### src/rtl/lcd_byte_tx.sv
// lcd_byte_tx: HD44780 4-bit byte transmitter with E timing and exec wait; LCD_NIBBLE_CMD_EN adds high-nibble-only transfers
module lcd_byte_tx #(
  parameter int CYCLES_PER_US = 50,
  parameter int SETUP_US      = 1,
  parameter int PULSE_US      = 1,
  parameter int HOLD_US       = 1,
  parameter int EXEC_US       = 50,
  parameter int EXEC_LONG_US  = 2000
) (
  input  logic       clk,
  input  logic       rst,
  input  logic       in_valid,
  output logic       in_ready,
  input  logic       in_rs,
  input  logic [7:0] in_data,
`ifdef LCD_NIBBLE_CMD_EN
  input  logic       in_nibble,
`endif
  output logic       done,
  output logic [2:0] ctrl_lcd,
  output logic [3:0] data_lcd
);
  typedef enum logic [2:0] {IDLE, HI_SETUP, HI_PULSE, HI_HOLD, LO_SETUP, LO_PULSE, LO_HOLD, EXEC} state_t;
  localparam logic [31:0] T_SETUP = 32'(SETUP_US * CYCLES_PER_US);
  localparam logic [31:0] T_PULSE = 32'(PULSE_US * CYCLES_PER_US);
  localparam logic [31:0] T_HOLD  = 32'(HOLD_US * CYCLES_PER_US);
  localparam logic [31:0] T_EXEC  = 32'(EXEC_US * CYCLES_PER_US);
  localparam logic [31:0] T_LONG  = 32'(EXEC_LONG_US * CYCLES_PER_US);
  state_t state, nxt;
  logic [31:0] cnt, dur;
  logic [7:0] data_q, dsel;
  logic rs_q, nib_q, long_q, in_nib, acc, last, rsel, hi, lo;
`ifdef LCD_NIBBLE_CMD_EN
  assign in_nib = in_nibble;
`else
  assign in_nib = 1'b0;
`endif
  assign in_ready = state == IDLE;
  assign acc = in_valid && in_ready;
  assign dsel = acc ? in_data : data_q;
  assign rsel = acc ? in_rs : rs_q;
  assign hi = nxt == HI_SETUP || nxt == HI_PULSE || nxt == HI_HOLD;
  assign lo = nxt == LO_SETUP || nxt == LO_PULSE || nxt == LO_HOLD;
  always_comb begin
    dur = (state == HI_SETUP || state == LO_SETUP) ? T_SETUP :
          (state == HI_PULSE || state == LO_PULSE) ? T_PULSE :
          (state == HI_HOLD  || state == LO_HOLD)  ? T_HOLD  :
          long_q ? T_LONG : T_EXEC;
    last = cnt == dur - 32'd1;
    nxt = state;
    case (state)
      IDLE:     nxt = acc  ? HI_SETUP : IDLE;
      HI_SETUP: nxt = last ? HI_PULSE : HI_SETUP;
      HI_PULSE: nxt = last ? HI_HOLD  : HI_PULSE;
      HI_HOLD:  nxt = last ? (nib_q ? EXEC : LO_SETUP) : HI_HOLD;
      LO_SETUP: nxt = last ? LO_PULSE : LO_SETUP;
      LO_PULSE: nxt = last ? LO_HOLD  : LO_PULSE;
      LO_HOLD:  nxt = last ? EXEC     : LO_HOLD;
      EXEC:     nxt = last ? IDLE     : EXEC;
      default:  nxt = IDLE;
    endcase
  end
  always_ff @(posedge clk) begin
    if (rst) begin
      state    <= IDLE;
      cnt      <= '0;
      ctrl_lcd <= 3'b000;
      data_lcd <= 4'h0;
      done     <= 1'b0;
    end else begin
      state    <= nxt;
      cnt      <= (nxt != state || state == IDLE) ? 32'd0 : cnt + 32'd1;
      data_lcd <= hi ? dsel[7:4] : lo ? dsel[3:0] : 4'h0;
      ctrl_lcd <= {(hi || lo) && rsel, 1'b0, nxt == HI_PULSE || nxt == LO_PULSE};
      done     <= state == EXEC && nxt == IDLE;
      if (acc) begin
        rs_q   <= in_rs;
        data_q <= in_data;
        nib_q  <= in_nib;
        long_q <= !in_rs && in_data[7:2] == 6'd0 && !in_nib;
      end
    end
  end
endmodule
### config.mk
export PLATFORM = sky130hd
export DESIGN_NAME = lcd_byte_tx
export DESIGN_NICKNAME = d
export VERILOG_FILES = /design/src/rtl/lcd_byte_tx.sv
export SDC_FILE = /design/constraint.sdc
export NUM_CORES = 1
export LEC_CHECK = 0
export BUFFER_PORTS_ARGS = -buffer_cell sky130_fd_sc_hd__buf_2
export CORE_MARGIN = 1
export CORE_UTILIZATION = 40
export DETAILED_ROUTE_END_ITERATION = 16
export SYNTH_ARGS = -nofsm -noshare
export SYNTH_HDL_FRONTEND = slang
export SYNTH_SLANG_ARGS = --single-unit
### constraint.sdc
create_clock -name clk -period 8.55 [get_ports clk]
set_input_delay 0.4275 -clock clk [delete_from_list [all_inputs] [get_ports clk]]
set_output_delay 0.4275 -clock clk [all_outputs]
set_load 0.005 [all_outputs]
==> key figures <==
Synthesis
  – Main combinational cell family by area after synthesis: simple AND/OR/NAND/NOR gates
  – Compound-Gate Fraction of Synth Area: 9.78%
  – Cell count after synthesis: 296
  – Simple-Gate Fraction of Synth Area: 24.9%
  – Dominant cells by area after synthesis: sky130_fd_sc_hd__dfxtp_1, sky130_fd_sc_hd__edfxtp_1, sky130_fd_sc_hd__xor2_1
  – Post-synth ARST share: 0%
  – Number of enable flip-flop cells after synthesis: 10
  – Sequential fraction of the synthesis area: 42.7%
  – Cell area after technology mapping: 2670 sq um
  – Number of warnings issued by yosys: 0
  – Adder-cell share of the synthesized area: 1.40%
  – Portion of synthesized cell area occupied by the leading cell type: 31.5%
  – Most frequent cell after synthesis: sky130_fd_sc_hd__nor2_1
  – Synth top cells by count: sky130_fd_sc_hd__nor2_1, sky130_fd_sc_hd__dfxtp_1, sky130_fd_sc_hd__nand2_1
  – Synth Flop Type: sky130_fd_sc_hd__dfxtp_1
  – Number of storage elements in the synthesis netlist: 52
  – Fraction of synthesized area in multiplexers: 4.40%
  – Fraction of synthesized cell area in xor and xnor cells: 11.1%
  – Synth Area per Inst: 9.03 sq um
  – Post-synth cell types: 53
  – Post-synth top area cell: sky130_fd_sc_hd__dfxtp_1
  – Synthesized Nets: 311

Power and ir drop
  – Part of the total power dissipated in the clock network: 35.9%
  – Power per cell area: 159 nW/um^2
  – Logic pwr share: 7.5%
  – Switching power total: 0.103 mW
  – Part of the total power dissipated in sequential elements: 56.5%
  – Internal power summed over all cells: 0.356 mW
  – Pwr Total: 0.459 mW
  – Lkg Pwr: 1.02 nW
  – Peak ir drop on the vdd network: 0.0000766 V
  – Net switching fraction of the power: 22.4%

STA
  – Setup violations, final: 0
  – Final Max Slew Viols: 0
  – Relative slew margins: 32.8%
  – Fmax: 0.273 GHz
  – Setup repair after global routing missed its margin: false
  – Min Tclk post-route: 3660 ps
  – Share of the clock period used by the worst path: 42.8%
  – Worst Max-Slew Pin Slew: 1010 ps
  – Count of endpoints failing hold in the final timing report: 0
  – Setup TNS after final layout: 0 ps
  – Clock Skew: 7.39 ps

Critical path
  – Setup crit end kind: flip-flop
  – Max Fanout on Critical Path: 17
  – WS Path Type: flip-flop to flip-flop
  – Launching element of the worst setup path: state[0]$_SDFF_PP0_
  – Sort of element at the start of the critical path: flip-flop
  – Signal arrival time at the worst endpoint: 3840 ps
  – Crit path required time: 8730 ps
  – Worst R2R Start: state[0]$_SDFF_PP0_
  – Slack of the worst reg-to-reg path: 4890 ps

Final layout
  – # diodes: 0
  – FILL cells: 632
  – Layout net count: 322
  – Sequential Area: 1140 sq um
  – Fraction of final layout cells sized beyond drive strength 1: 12.3%
  – Area growth, synth to finish: 7.82%
  – Total area of multi-input combinational cells: 1380 sq um

Drt
  – Aggregate routed wire length: 5110 microns
  – Post-route ant nets: 0
  – Vias per cell: 5.38
  – Violation count after the first detailed-routing iteration: 125
  – Number of detailed-routing iterations run before antenna repair: 4
  – DR vias: 2,073
  – Drc violations: 0
  – Routed wirelength normalized by instance count: 13.3 microns

Die
  – Row count: 29
  – Die Y: 83.7 microns
  – Initial Utilization: 41.8%
  – Die outline area: 7010 sq um
  – Top Ports: 21
  – Die span in x: 83.7 microns
  – Placeable core region: 6390 sq um

Clock network
  – Setup fix buffers added after clock tree synthesis: 0
  – TritonCTS Sinks: 52
  – Max H-tree Level: 2
  – Post-cts gate resize count: 0
  – Clock-pin transition on the worst setup and hold timing paths: 90 ps
  – Number of buffers added by the clock tree synthesis step: 5
  – Clk buf depth: 2
  – Clock latency at the later pin of the worst-skew pair: 310 ps
  – Clock tree from TritonCTS: yes
  – Quantity of hold-fixing buffers added after cts: 0
  – Clock tree root driver cell: sky130_fd_sc_hd__clkbuf_8

GRT
  – Wire length of the first global-routing pass: 8910 microns
  – Via count of the first global-routing pass: 1,869
  – Initial antenna violation count: 0
  – Residual overflow from global routing: 0
  – Maximum number of pins on one net before global-route repair: 33
  – Total Routing Usage GR: 15.7%

Status
  – Result of the run: completed

Run
  – Count of maximum capacitance violations: 0

Worst hold path
  – Start point of the worst hold path: rst
  – Class of the worst hold path: input port to flip-flop

Placement
  – Post-detailed-placement half-perimeter wirelength: 3620 microns
  – IO Port Bufs: 19
  – Final weighted congestion of routability-driven global placement: 0.782
==> worst max-delay path, stage by stage, from the launching register on <==
cell	delay, ps
sky130_fd_sc_hd__dfxtp_1	460
sky130_fd_sc_hd__or3_4	490
sky130_fd_sc_hd__inv_2	130
sky130_fd_sc_hd__nor2_2	80
sky130_fd_sc_hd__inv_1	100
sky130_fd_sc_hd__nand2_1	80
sky130_fd_sc_hd__ha_1	290
sky130_fd_sc_hd__xor2_1	140
sky130_fd_sc_hd__nand4_1	150
sky130_fd_sc_hd__or4_1	620
sky130_fd_sc_hd__o41a_1	450
sky130_fd_sc_hd__a211oi_2	380
sky130_fd_sc_hd__o22ai_1	160
==> through the flow <==
step	instances	worst slack [ps]	utilization (%)	hold WS [ps]	area (sq um)
final	385	4890	45.1	383	2880
after global routing	385	4560	45.1	392	2880
after CTS	385	4900	45.1	376	2880
after detailed placement	377	4920	43.5	473	2780
after global placement	377	4970	43.5	469	2780
after floorplan	296	5270	-	421	2670
==> layer usage <==
layer | up-vias | GRT usage, % | routed length, microns
li1 | 1069 | - | -
met1 | 964 | 22.9 | 2650
met2 | 33 | 22.7 | 2230
met3 | 7 | 3.36 | 168
met4 | 0 | 5.55 | 62
met5 | - | 0 | 0
==> flip-flops by register name, summed over array words and instances (netlist names) <==
signal	cells
cnt	32
ctrl_lcd	2
data_lcd	4
data_q	8
done	1
long_q	1
rs_q	1
state	3
==> cell type report <==
class                           count  share of cell area [%]
Multi-Input combinational cell    213                    48.0
Clock inverter                      3                    1.30
Timing Repair Buffer               19                    3.30
Sequential cell                    52                    39.6
Inverter                           16                    2.08
Tap cell                           77                    3.34
Clock buffer                        5                    2.39
==> final timing paths <==
check | endpoint | depth (start not counted)
min | state[1]$_SDFF_PP0_ | 2
max | data_lcd[2]$_SDFF_PP0_ | 12
min reg2reg | cnt[0]$_SDFF_PP0_ | 1
max reg2reg | data_lcd[2]$_SDFF_PP0_ | 12
==> cell usage in the layout, fill, tap and decap left out, drive strengths merged, types with 4 or more instances in the layout <==
cell type / n
a21oi: 5
and3: 7
mux2: 6
edfxtp: 10
xnor2: 13
nand2: 22
nor4: 11
clkbuf: 5
inv: 15
nor3: 7
nor2: 47
a211oi: 4
nand4: 8
buf: 19
xor2: 21
o22ai: 5
a2111oi: 4
dfxtp: 42
mux2i: 5
nand3: 15
==> logic make-up (layout without fill, tap and decap cells) <==
logic type	count (synthesis)	in the layout
AND/OR/NAND/NOR	130	130
multiplexers	11	11
adder cells (fa/ha/maj)	3	3
AO/OA/AOI/OAI	34	34
flip-flops	52	52
other	1	1
XOR/XNOR	34	34
buffers and inverters	31	43
==> power by group through the flow <==
stage	Sequential (mW)	Combinational, mW	Clock [mW]
after floorplan	0.264	0.0278	0
after global placement	0.265	0.0344	0
after detailed placement	0.265	0.0347	0
after CTS	0.260	0.0349	0.171
after global routing	0.261	0.0392	0.181
final	0.260	0.0345	0.165
Power figures use the tool's default switching activity.
